<file path="config.mk">
export PLATFORM = sky130hd
export DESIGN_NAME = mmio_port_arbiter
export DESIGN_NICKNAME = d
export VERILOG_FILES = /design/src/rtl/JZJCoreFTypes.sv /design/src/rtl/rr_priority_picker.sv /design/src/rtl/mmio_port_arbiter.sv
export SDC_FILE = /design/constraint.sdc
export NUM_CORES = 1
export LEC_CHECK = 0
export ABC_AREA = 1
export BUFFER_PORTS_ARGS = -buffer_cell sky130_fd_sc_hd__buf_2
export CORE_MARGIN = 4
export CORE_UTILIZATION = 45
export CTS_CLUSTER_DIAMETER = 30
export DETAILED_ROUTE_END_ITERATION = 10
export PLACE_DENSITY = 0.89
export SETUP_SLACK_MARGIN = 0.1
export SYNTH_ARGS = -nofsm -noshare
export SYNTH_HDL_FRONTEND = slang
export SYNTH_SLANG_ARGS = --single-unit
export TNS_END_PERCENT = 30
</file>
<file path="constraint.sdc">
create_clock -name clock -period 2.8 [get_ports clock]
set_input_delay 0.42 -clock clock [delete_from_list [all_inputs] [get_ports clock]]
set_output_delay 0.42 -clock clock [all_outputs]
set_load 0.01 [all_outputs]
</file>
<file path="src/rtl/JZJCoreFTypes.sv">
// +----------------------------------------------------------------------------+
// | JZJCoreFTypes                                                              |
// | Shared types for the core: MMIO port numbering and arbiter FSM states.     |
// | Rev 1.0                                                                    |
// +----------------------------------------------------------------------------+
`default_nettype none

package JZJCoreFTypes;

  localparam int MMIO_PORT_COUNT = 8;

  typedef logic [$clog2(MMIO_PORT_COUNT)-1:0] MmioPort_t;

  typedef enum logic [1:0] {
    IDLE    = 2'd0,
    ACCESS  = 2'd1,
    RESPOND = 2'd2
  } MmioArbState_t;

endpackage

`default_nettype wire

</file>
<file path="src/rtl/rr_priority_picker.sv">
// +----------------------------------------------------------------------------+
// | rr_priority_picker                                                         |
// | Finds the first set valid bit starting at ptr and wrapping modulo N.       |
// | Rev 1.0                                                                    |
// +----------------------------------------------------------------------------+
`default_nettype none

module rr_priority_picker #(
  parameter  int N = 2,
  localparam int W = (N > 1) ? $clog2(N) : 1
) (
  input  logic [N-1:0] valid,
  input  logic [W-1:0] ptr,
  output logic         found,
  output logic [W-1:0] winner
);

  // Scan from farthest to nearest so the nearest match from ptr wins.
  always_comb begin
    int idx;
    idx    = 0;
    found  = 1'b0;
    winner = '0;
    for (int k = N - 1; k >= 0; k--) begin
      idx = int'(ptr) + k;
      if (idx >= N) idx = idx - N;
      if (valid[idx]) begin
        found  = 1'b1;
        winner = W'(idx);
      end
    end
  end

endmodule

`default_nettype wire

</file>
<file path="src/rtl/mmio_port_arbiter.sv">
// +----------------------------------------------------------------------------+
// | mmio_port_arbiter                                                          |
// | Round-robin arbiter sharing the 8-port MMIO bank among NUM_REQ requesters. |
// | Rev 1.0                                                                    |
// +----------------------------------------------------------------------------+
`default_nettype none

module mmio_port_arbiter
  import JZJCoreFTypes::*;
#(
  parameter int NUM_REQ = 2
) (
  input  logic                           clock,
  input  logic                           reset,
  input  logic [NUM_REQ-1:0]             req_valid,
  output logic [NUM_REQ-1:0]             req_ready,
  input  logic [NUM_REQ-1:0]             req_write,
  input  MmioPort_t [NUM_REQ-1:0]        req_port,
  input  logic [NUM_REQ-1:0][31:0]       req_wdata,
  output logic [NUM_REQ-1:0]             rsp_valid,
  input  logic [NUM_REQ-1:0]             rsp_ready,
  output logic [31:0]                    rsp_rdata,
  output MmioPort_t                      mmio_port,
  output logic [31:0]                    mmio_wdata,
  output logic                           mmio_write_enable,
  input  logic [31:0]                    mmio_rdata,
  output logic                           busy
);

  localparam int REQ_IDX_W = $clog2(NUM_REQ);

  MmioArbState_t          r_state;
  logic [REQ_IDX_W-1:0]   r_ptr;
  logic [REQ_IDX_W-1:0]   r_grant;
  logic                   r_write;
  MmioPort_t              r_port;
  logic [31:0]            r_wdata;
  logic [31:0]            r_rdata;

  logic                   w_found;
  logic [REQ_IDX_W-1:0]   w_winner;
  logic                   w_accept;

  rr_priority_picker #(
    .N (NUM_REQ)
  ) u_picker (
    .valid  (req_valid),
    .ptr    (r_ptr),
    .found  (w_found),
    .winner (w_winner)
  );

  // req_ready is combinational, so gate it with reset to keep outputs quiet.
  assign w_accept          = (r_state == IDLE) && w_found && !reset;
  assign req_ready         = w_accept ? (NUM_REQ'(1) << w_winner) : '0;
  assign rsp_valid         = (r_state == RESPOND) ? (NUM_REQ'(1) << r_grant) : '0;
  assign mmio_write_enable = (r_state == ACCESS) && r_write;
  assign busy              = (r_state != IDLE);
  assign mmio_port         = r_port;
  assign mmio_wdata        = r_wdata;
  assign rsp_rdata         = r_rdata;

  always_ff @(posedge clock or posedge reset) begin
    if (reset) begin
      r_state <= IDLE;
      r_ptr   <= '0;
      r_grant <= '0;
      r_write <= 1'b0;
      r_port  <= '0;
      r_wdata <= '0;
      r_rdata <= '0;
    end else begin
      case (r_state)
        IDLE: begin
          if (w_found) begin
            r_grant <= w_winner;
            r_write <= req_write[w_winner];
            r_port  <= req_port[w_winner];
            r_wdata <= req_wdata[w_winner];
            r_ptr   <= (w_winner == REQ_IDX_W'(NUM_REQ - 1)) ? '0
                                                              : w_winner + REQ_IDX_W'(1);
            r_state <= ACCESS;
          end
        end
        ACCESS: begin
          r_rdata <= mmio_rdata;
          r_state <= RESPOND;
        end
        RESPOND: begin
          if (rsp_ready[r_grant]) r_state <= IDLE;
        end
        default: r_state <= IDLE;
      endcase
    end
  end

endmodule

`default_nettype wire

</file>
# == Word level (Yosys, flattened, before mapping) ==
# Cells that the tools add are included.
# word_totals
elab_cells,57
reg_bits,72
input_bits,110
output_inout_bits,73
# classes
n_addsub,4
n_lt_le_gt_ge,6
eq_ne,4
n_reduce_logical,8
mux,26
shift,2
# ops
op,count
2-to-1 mux 32 bit,4
"< comparator 32 x 3 -> 1 bit, second input constant",2
"greater-or-equal comparator 32 x 3 -> 1 bit, second input constant",1
"subtractor 32 x 3 -> 32 bit, second input constant",1
2-to-1 mux 1 bit,15
2-to-1 mux 2 bit,4
2-to-1 mux 3 bit,2
one-hot mux 2 bit (3 select lines),1
"< comparator 1 x 2 -> 1 bit, second input constant",2
AND reduction 2 bit,2
"left shift 1 x 1 -> 2 bit, first input constant",2
logical AND 1 bit,3
"subtractor 1 x 2 -> 3 bit, second input constant",1
"adder 1 x 1 -> 2 bit, second input constant",1
"equality test 2 x 1 -> 1 bit, second input constant",1
"equality test 2 bit, second input constant",1
"greater-or-equal comparator 1 x 2 -> 1 bit, second input constant",1
logical NOT 2 bit,1
"inequality test 2 x 1 -> 1 bit, second input constant",1
"inequality test 2 bit, second input constant",1
nonzero test 2 bit,1
"adder 1 bit, second input constant",1
logical NOT 1 bit,1

# == Longest topological paths before layout ==
# Gate-level depths: netlist of the first run.
# depth
ltp_word,11
mapped_depth,8
depth_no_buf,5

# == By module ==
# From an unflattened synthesis of the first run, not the netlist that was laid out.
# unflattened
hier_cells,441
area_unflattened_um2,3335.7
# modules_own_cells
mod,seq_area_each_um2,cells_per_inst,instances,area_per_inst_um2
mmio_port_arbiter,1801.7,437,1,3316.9
rr_priority_picker,0.0,4,1,18.8

# == Worst setup path after synthesis of the first run ==
# Ideal clock, no wire load.
# synth_timing
path_kind,register to output
startpoint,register r_state[0]
endpoint,output port req_ready[1]
required_time_ps,2380
stages_incl_launch_ff,7
arrival_time_ps,1187
setup_slack_ps,1193
n_path_buf,3
cell_sequence,dfrtp_1 > buf_6 > nor2_8 > nand2_1 > buf_2 > buf_6 > nor3_2
# synth_between
elab_chain_len,4
# synth_lines
item,line,source
start: declaration,mmio_port_arbiter.sv:32,MmioArbState_t r_state;
start signal: assignment,mmio_port_arbiter.sv:65,r_state <= IDLE;
start signal: assignment,mmio_port_arbiter.sv:82,r_state <= ACCESS;
start signal: assignment,mmio_port_arbiter.sv:87,r_state <= RESPOND;
logical NOT 2 bit,mmio_port_arbiter.sv:54,assign w_accept = (r_state == IDLE) && w_found && !reset;
logical AND 1 bit (2 in a row),mmio_port_arbiter.sv:54,
2-to-1 mux 2 bit,mmio_port_arbiter.sv:55,assign req_ready = w_accept ? (NUM_REQ'(1) << w_winner) : '0;
end: declaration,mmio_port_arbiter.sv:16,"output logic [NUM_REQ-1:0] req_ready,"
# No other way between the ends.

# == Worst setup path after layout of the first run ==
# layout_timing
startpoint,register r_state[1]
endpoint,output port mmio_write_enable
# layout_between
elab_chain_len,2
# layout_lines
item,line,source
equality test 2 x 1 -> 1 bit,mmio_port_arbiter.sv:57,assign mmio_write_enable = (r_state == ACCESS) && r_write;
logical AND 1 bit,mmio_port_arbiter.sv:57,
end: declaration,mmio_port_arbiter.sv:25,"output logic mmio_write_enable,"
# No other way between the ends.

==> results of run 1 <==
==> power groups by stage <==
| stage | combinational [mW] | clock, mW | sequential (mW) |
|---|---|---|---|
| 3_3_place_gp | 2.37 | 0 | 1.85 |
| 6_report | 2.42 | 0.798 | 1.86 |
| 4_1_cts | 2.44 | 0.822 | 1.85 |
| 2_1_floorplan | 1.36 | 0 | 2.07 |
| 5_1_grt | 2.70 | 0.867 | 1.92 |
| 3_5_place_dp | 2.45 | 0 | 1.86 |
==> cell families (layout without fill, tap and decap cells) <==
| family | after synthesis | after routing |
|---|---|---|
| and+or+nand+nor | 260 | 260 |
| DFF | 72 | 72 |
| buffers and inverters | 40 | 216 |
| AOI/OAI and AO/OA | 2 | 2 |
==> area by class of cell <==
cell class / instances / area [um2] / share of cell area
well taps: 99 / 124 / 0.0276
multi-input cells: 262 / 1350 / 0.299
clock buffers: 9 / 124 / 0.0276
inverters: 8 / 30.0 / 0.00668
repair buffers: 192 / 998 / 0.222
clock inverters: 7 / 71.3 / 0.0159
flip-flops and latches: 72 / 1800 / 0.401
==> stage by stage <==
| stage | cells | power, mW |
|---|---|---|
| 2_1_floorplan | 374 | 3.43 |
| 3_3_place_gp | 633 | 4.22 |
| 3_5_place_dp | 633 | 4.31 |
| 4_1_cts | 649 | 5.12 |
| 5_1_grt | 649 | 5.49 |
| 6_report | 649 | 5.08 |
==> final timing paths <==
check                                from                end  slack [ns]  cells after the start
max                            r_state[1]  mmio_write_enable        0.60                      4
min                                 reset     mmio_wdata[24]        0.16                      2
max reg2reg                    r_state[1]     mmio_wdata[13]        0.96                      6
min reg2reg                  rsp_rdata[5]       rsp_rdata[5]        0.47                      2
max in group asynchronous           reset     mmio_wdata[22]        1.99                      3
min in group clock         mmio_rdata[14]      rsp_rdata[14]        0.32                      3
==> flip-flops by register name, indices dropped and copies added, names as in the netlist <==
register    flops
r_write         1
r_grant         1
r_ptr           1
rsp_rdata      32
mmio_wdata     32
mmio_port       3
r_state         2
==> critical path: stages (launching register included) <==
cell and delay (ns):
dfrtp_1 0.44, inv_2 0.45, nand2_1 0.26, nor2_1 0.14, buf_2 0.14
==> cells in the final DEF, fill, tap and decap left out <==
master	n
nor3_2	1
nand2_4	1
nand4_1	36
buf_2	182
inv_1	5
nor2_4	1
buf_4	9
clkinv_2	3
clkbuf_8	9
nor2_2	1
inv_6	1
buf_12	1
inv_2	3
nand2_2	1
o21ai_0	1
nand3_2	19
dfrtp_1	72
nor2_8	1
o21ai_1	1
clkinv_4	2
bufinv_16	1
nand3_1	86
nor2_1	5
nand2_1	108
==> metal layers <==
layer,wire length [um],track usage,vias to the layer above
met3,955,0.0494,19
met1,3930,0.268,1628
li1,-,-,1622
met5,0,0,-
met4,226,0.0987,0
met2,4890,0.384,200
==> flow_summary.toml, run 1 <==
[run_status]
status = "complete, no violations"

[critical_path]
crit_required_ns = 2.38
path_max_fanout = 35
start_kind = "flop"
crit_type = "reg -> out"
arrival_ns = 1.78
cp-end-kind = "primary output"

[synth]
yosys.area.top_type_share = 0.536
syn_area_mm2 = 0.00336
synth.area.mux_share = 0
ys_top_cells_by_area = "dfrtp_1, nand3_1, nand2_1, nand4_1, nand3_2"
ys_seq_area_frac = 0.536
syn_nets = 484
synth_cell_types = 22
synth_commonest_cells = "nand2_1, nand3_1, dfrtp_1"
yosys.area_share.simple = 0.397
synthCells = 374
synthXorXnorAreaFrac = 0
yosys.area.top_type = "dfrtp_1"
yosys.area_share.adder = 0
syn_avg_cell_area_um2 = 8.99
synth_compound_area_frac = 0.00298
yosys_warnings = 0
synth_top_family_by_area = "simple AND/OR/NAND/NOR gates"
synth-seq-cells = 72
synth-main-ff-cell = "dfrtp_1"
synthArstFlopShare = 1.00
synth-edff-count = 0
yosysMostFrequentCell = "nand2_1"

[global_routing]
overflow = 0
grt_pass1_vias = 3363
grt_pass1_wl_mm = 15.6
grtUsageTotal = 0.223
grt_start_max_net_pins = 48
antenna_found_initial = 0

[power]
p_sw_frac = 0.436
p_int_mw = 2.87
power.leakage_nw = 2.49
power_density_mw_per_mm2 = 1130
pwr-share-clk = 0.157
pwr-share-seq = 0.366
p_sw_mw = 2.22
combPwrFrac = 0.477
irDropWorstVdd_v = 0.000420

[final_layout]
area_growth_pct = 33.7
antenna_cells = 0
fillerInstances = 616
final_util = 0.620
final_layout_size_suffix_gt1_frac = 0.429
final_area_mm2 = 0.00449
fin_nets = 655

[floorplan]
core_area_mm2 = 0.00725
row_count = 31
ioPinCount = 183
initial_utilization = 0.464
die_width_um = 94.4
die_y_um = 94.4
dieArea_mm2 = 0.00892

[routing]
wl_mm = 10.0
first_pass_iters = 4
postRouteAntennaNets = 0
drcViolationCount = 0
avgViaCountPerCell = 5.35
wl_per_cell_um = 15.4
first_iter_violations = 147
dr_total_vias = 3469

[sta]
drv_slew = 0
skew_ns = 0.00801
setup_violations = 0
finalHoldViolCount = 0
worst_slack_ns = 0.600
relSlewSlack = 0.617
hold_slack_ns = 0.162
worst_slew_pin_slew_ns = 0.573
tns_ns = 0
rsz0062_at_grt = "false"
min_period_ns = 2.20
finalCritPeriodShare = 0.786
clock.fmax_ghz = 0.455

[clock_network]
ctsResizeCount = 0
clk_path_buf_depth = 2
cts_setup_buffers = 0
holdBufCountCts = 0
cts_tree = "yes"
path_clk_slew_ns = 0.08
root_buffer = "clkbuf_8"
htreeDepth = 3
cts_sinks = 72
cts_buffers = 9
clock_latency_ns = 0.33

[place]
io_buffers = 182
place_area_mm2 = 0.00430
place_congestion = 0.743
post-dp-hpwl_mm = 7.29
pre_cts_slack_ns = 0.961

[worst_hold_path]
hp-class = "in -> async"

[job]
maxCapViolations = 0
No activity file was read; power rests on OpenSTA's default activity.
==> run 2, diff against run 1 <==
==> constraint.sdc (replaced) <==
create_clock -name clock -period 2.3 [get_ports clock]
set_input_delay 0.345 -clock clock [delete_from_list [all_inputs] [get_ports clock]]
set_output_delay 0.345 -clock clock [all_outputs]
set_load 0.01 [all_outputs]
==> run 2 against run 1 <==
Compared with the run above:
- final cell count stayed put
- non-clock buffer count is 1 higher
- clock skew hardly changed
- utilization is 0.10 points higher
- setup slack worse by 0.29 ns
- combinational power is 22% higher
- via count is 0.35% lower
- first-iteration DRC count is 37% higher
- register-to-register slack worse by 0.28 ns
- critical endpoint unchanged
- highest routed layer unchanged
==> flow_summary.toml, run 2 (synthesis gave the netlist of run 1 again) <==
[run_status]
status = "complete, no violations"

[power]
power.leakage_nw = 2.48
irDropWorstVdd_v = 0.000599
power_density_mw_per_mm2 = 1380
finalPower_mw = 6.20

[global_routing]
grt_start_max_net_pins = 47
overflow = 0
grt_pass1_vias = 3417
grt_pass1_wl_mm = 15.9
grtUsageTotal = 0.227
antenna_found_initial = 0

[critical_path]
path_cells = "inv_2 -> buf_4 -> nand2_1 -> nor2_1 -> buf_2"
start_kind = "flop"
slowest_delay_ns = 0.45
path_max_fanout = 34
r2r_start = "r_state[1]"
cp-end-kind = "primary output"
reg2reg_to = "rsp_rdata[11]"
crit_type = "reg -> out"
r2r_slack_ns = 0.68
crit_required_ns = 1.96
slowest_stage = "dfrtp_1"
reg2reg_depth = 6
worstSetupStartpoint = "r_state[1]"
arrival_ns = 1.65

[routing]
wl_mm = 10.1
avgViaCountPerCell = 5.33
postRouteAntennaNets = 0
first_pass_iters = 5
wl_per_cell_um = 15.6
dr_total_vias = 3457
first_iter_violations = 201
drcViolationCount = 0

[sta]
rsz0062_at_grt = "false"
worst_slew_pin_slew_ns = 0.603
drv_slew = 0
tns_ns = 0
skew_ns = 0.00827
setup_violations = 0
min_period_ns = 1.99
finalHoldViolCount = 0
relSlewSlack = 0.597
clock.fmax_ghz = 0.502
finalCritPeriodShare = 0.866

[place]
post-dp-hpwl_mm = 7.45
io_buffers = 182
place_area_mm2 = 0.00431
place_congestion = 0.853

[clock_network]
cts_setup_buffers = 0
root_buffer = "clkbuf_8"
cts_tree = "yes"
holdBufCountCts = 0
path_clk_slew_ns = 0.08
cts_buffers = 9
clk_path_buf_depth = 2
clock_latency_ns = 0.33
htreeDepth = 3
ctsResizeCount = 0
cts_sinks = 72

[floorplan]
die_y_um = 94.4
initial_utilization = 0.464
row_count = 31
die_width_um = 94.4
dieArea_mm2 = 0.00892
ioPinCount = 183
core_area_mm2 = 0.00725

[worst_hold_path]
hp-class = "in -> async"

[final_layout]
final_area_mm2 = 0.00450
area_growth_pct = 33.9
final_layout_size_suffix_gt1_frac = 0.429
fin_nets = 656
mostFrequentLayoutCells = "buf_2, nand2_1, nand3_1"
antenna_cells = 0
mostFrequentLayoutCell = "buf_2"

[job]
maxCapViolations = 0
[run 2: changes by cell type in the layout (fill, tap and decap cells not counted), sizes merged]
cell / delta
clkinv: -4
buf: +1
clkinvlp: +3
inv: -1
clkbuf: +1
[run 2: worst max-delay path, delay by kind of cell (launching register included)]
family / cells / cell delay (ns)
flops: 1 / 0.45
simple gates: 2 / 0.32
buf+inv: 3 / 0.55
[run 2: area by class of cell]
type	count	area [um2]
Inverter	8	30.0
Fill cell	606	2750
Multi-Input combinational cell	262	1350
Clock buffer	10	138
Timing Repair Buffer	193	1010
Sequential cell	72	1800
Tap cell	99	124
Clock inverter	5	57.6
[run 2: routing by layer]
layer,track usage,share of wire,vias to the layer above
met5,0,0,-
met3,0.0446,0.10,23
met2,0.384,0.49,205
met4,0.101,0.020,0
li1,-,-,1618
met1,0.281,0.39,1611
[run 2: per-stage QoR]
stage	utilization	setup WS, ns	instances	hold slack [ns]
2_1_floorplan	-	0.130	374	0.465
3_3_place_gp	0.594	0.676	634	0.448
3_5_place_dp	0.594	0.636	634	0.455
4_1_cts	0.621	0.294	649	0.115
5_1_grt	0.621	0.139	649	0.149
6_report	0.621	0.308	649	0.115
[run 2: worst max path at each step]
stage / slack, ns / depth (start not counted) / to
floorplan: 0.13 / 1 / mmio_port[0]
finish: 0.31 / 5 / mmio_write_enable
global route: 0.14 / 5 / mmio_write_enable
global placement: 0.68 / 6 / req_ready[0]
CTS: 0.29 / 5 / mmio_write_enable
detailed placement: 0.64 / 6 / mmio_wdata[31]
[run 2: power by group]
group | switching [mW] | internal [mW]
clock network | 0.464 | 0.523
registers | 0.359 | 1.90
logic | 1.85 | 1.10
==> run 3, diff against run 2 <==
==> constraint.sdc (replaced) <==
create_clock -name clock -period 2.3 [get_ports clock]
set_input_delay 0.46 -clock clock [delete_from_list [all_inputs] [get_ports clock]]
set_output_delay 0.46 -clock clock [all_outputs]
set_load 0.01 [all_outputs]
==> run 3 against run 2 <==
Compared with the run above:
- critical path depth rose by 1
- maximum frequency fell by 1.6%
- hold slack improved by 0.11 ns
- clock power rose by 20%
- register-to-register slack improved by 0.12 ns
- clock skew rose by 0.0023 ns
- largest power group unchanged
- die area did not move
==> flow_summary.toml, run 3 (synthesis gave the netlist of run 1 again) <==
[clock_network]
cts_tree = "yes"
root_buffer = "clkbuf_8"
cts_setup_buffers = 0
clk_path_buf_depth = 2
htreeDepth = 3
ctsResizeCount = 0
clock_latency_ns = 0.33
path_clk_slew_ns = 0.08
holdBufCountCts = 0
cts_buffers = 9
cts_sinks = 72

[global_routing]
grt_pass1_wl_mm = 15.5
overflow = 0
grt_pass1_vias = 3400
grtUsageTotal = 0.219
antenna_found_initial = 0
grt_start_max_net_pins = 46

[place]
place_congestion = 0.764
dp.cells = 634
place_area_mm2 = 0.00431
post-dp-hpwl_mm = 7.31
io_buffers = 182

[critical_path]
arrival_ns = 1.56
slowest_stage = "dfrtp_1"
path_cells = "inv_2 -> buf_4 -> nor2_1 -> inv_1 -> nor2_1 -> buf_2"
r2r_start = "r_state[0]"
start_kind = "flop"
path_max_fanout = 33
slowest_delay_ns = 0.45
critPathBufInv = 4
r2r_slack_ns = 0.80
cp_top_family = "buffers and inverters"
crit_type = "reg -> out"
cp-end-kind = "primary output"
crit_required_ns = 1.84
worstSetupStartpoint = "r_state[1]"
cp_common_cell = "nor2_1"

[run_status]
status = "complete, no violations"

[floorplan]
die_width_um = 94.4
initial_utilization = 0.464
dieArea_mm2 = 0.00892
core_area_mm2 = 0.00725
ioPinCount = 183
die_y_um = 94.4
row_count = 31

[final_layout]
final_area_mm2 = 0.00455
mostFrequentLayoutCell = "buf_2"
fillerInstances = 625
area_growth_pct = 35.4
fin_nets = 656
final_layout_size_suffix_gt1_frac = 0.430
antenna_cells = 0
mostFrequentLayoutCells = "buf_2, nand2_1, nand3_1"
final_cells = 650

[sta]
drv_slew = 0
min_period_ns = 2.02
relSlewSlack = 0.585
finalHoldViolCount = 0
rsz0062_at_grt = "false"
clock.fmax_ghz = 0.494
worst_slew_pin_slew_ns = 0.621
setup_violations = 0
skew_ns = 0.0106
hold_slack_ns = 0.228
finalCritPeriodShare = 0.880
tns_ns = 0

[power]
power_density_mw_per_mm2 = 1400
irDropWorstVdd_v = 0.000518
power.leakage_nw = 2.51

[routing]
wl_mm = 9.95
postRouteAntennaNets = 0
wl_per_cell_um = 15.3
avgViaCountPerCell = 5.32
first_pass_iters = 6
first_iter_violations = 171
dr_total_vias = 3457
drcViolationCount = 0

[worst_hold_path]
hp-class = "in -> async"

[job]
maxCapViolations = 0
## run 3: worst register-to-register path, cell delays in order (launching register included)
cell	delay, ns
dfrtp_1	0.46
inv_1	0.12
nand2_4	0.07
nor2_4	0.10
buf_4	0.41
nand3_1	0.18
nand3_1	0.10
## run 3: per-stage QoR
stage	util	setup WS [ns]	total power, mW
finish	0.628	0.275	6.39
global placement	0.594	0.457	5.11
detailed placement	0.594	0.420	5.24
CTS	0.628	0.260	6.45
global route	0.628	0.142	6.87
floorplan	-	0.653	4.18
## run 3: path summary, 6_finish.rpt
path | endpoint | cells after the start
worst max-delay path | rsp_valid[0] | 6
max in group asynchronous | rsp_rdata[22] | 3
worst min register to register | rsp_rdata[16] | 2
worst max register to register | mmio_wdata[17] | 6
min in group clock | rsp_rdata[6] | 3
worst min-delay path | mmio_wdata[29] | 2
## run 3: layer usage
| layer | part of all wire | wire [um] | track usage |
|---|---|---|---|
| met1 | 0.38 | 3750 | 0.248 |
| met2 | 0.51 | 5100 | 0.397 |
| met3 | 0.096 | 953 | 0.0550 |
| met4 | 0.014 | 143 | 0.0818 |
| met5 | 0 | 0 | 0 |
## run 3: power by group
group	switching, mW	internal (mW)	leakage, nW
combinational	1.86	1.09	1.50
clock	0.462	0.722	0.124
sequential	0.356	1.90	0.882
total	2.67	3.71	2.51
## run 3: area by class of cell
type / count / area [um2] / share of cell area
clock buffer: 9 / 124 / 0.0272
clock inverter: 7 / 118 / 0.0258
inverter: 8 / 33.8 / 0.00742
multi-input combinational: 262 / 1350 / 0.295
sequential: 72 / 1800 / 0.396
tap: 99 / 124 / 0.0272
timing repair buffer: 193 / 1010 / 0.221
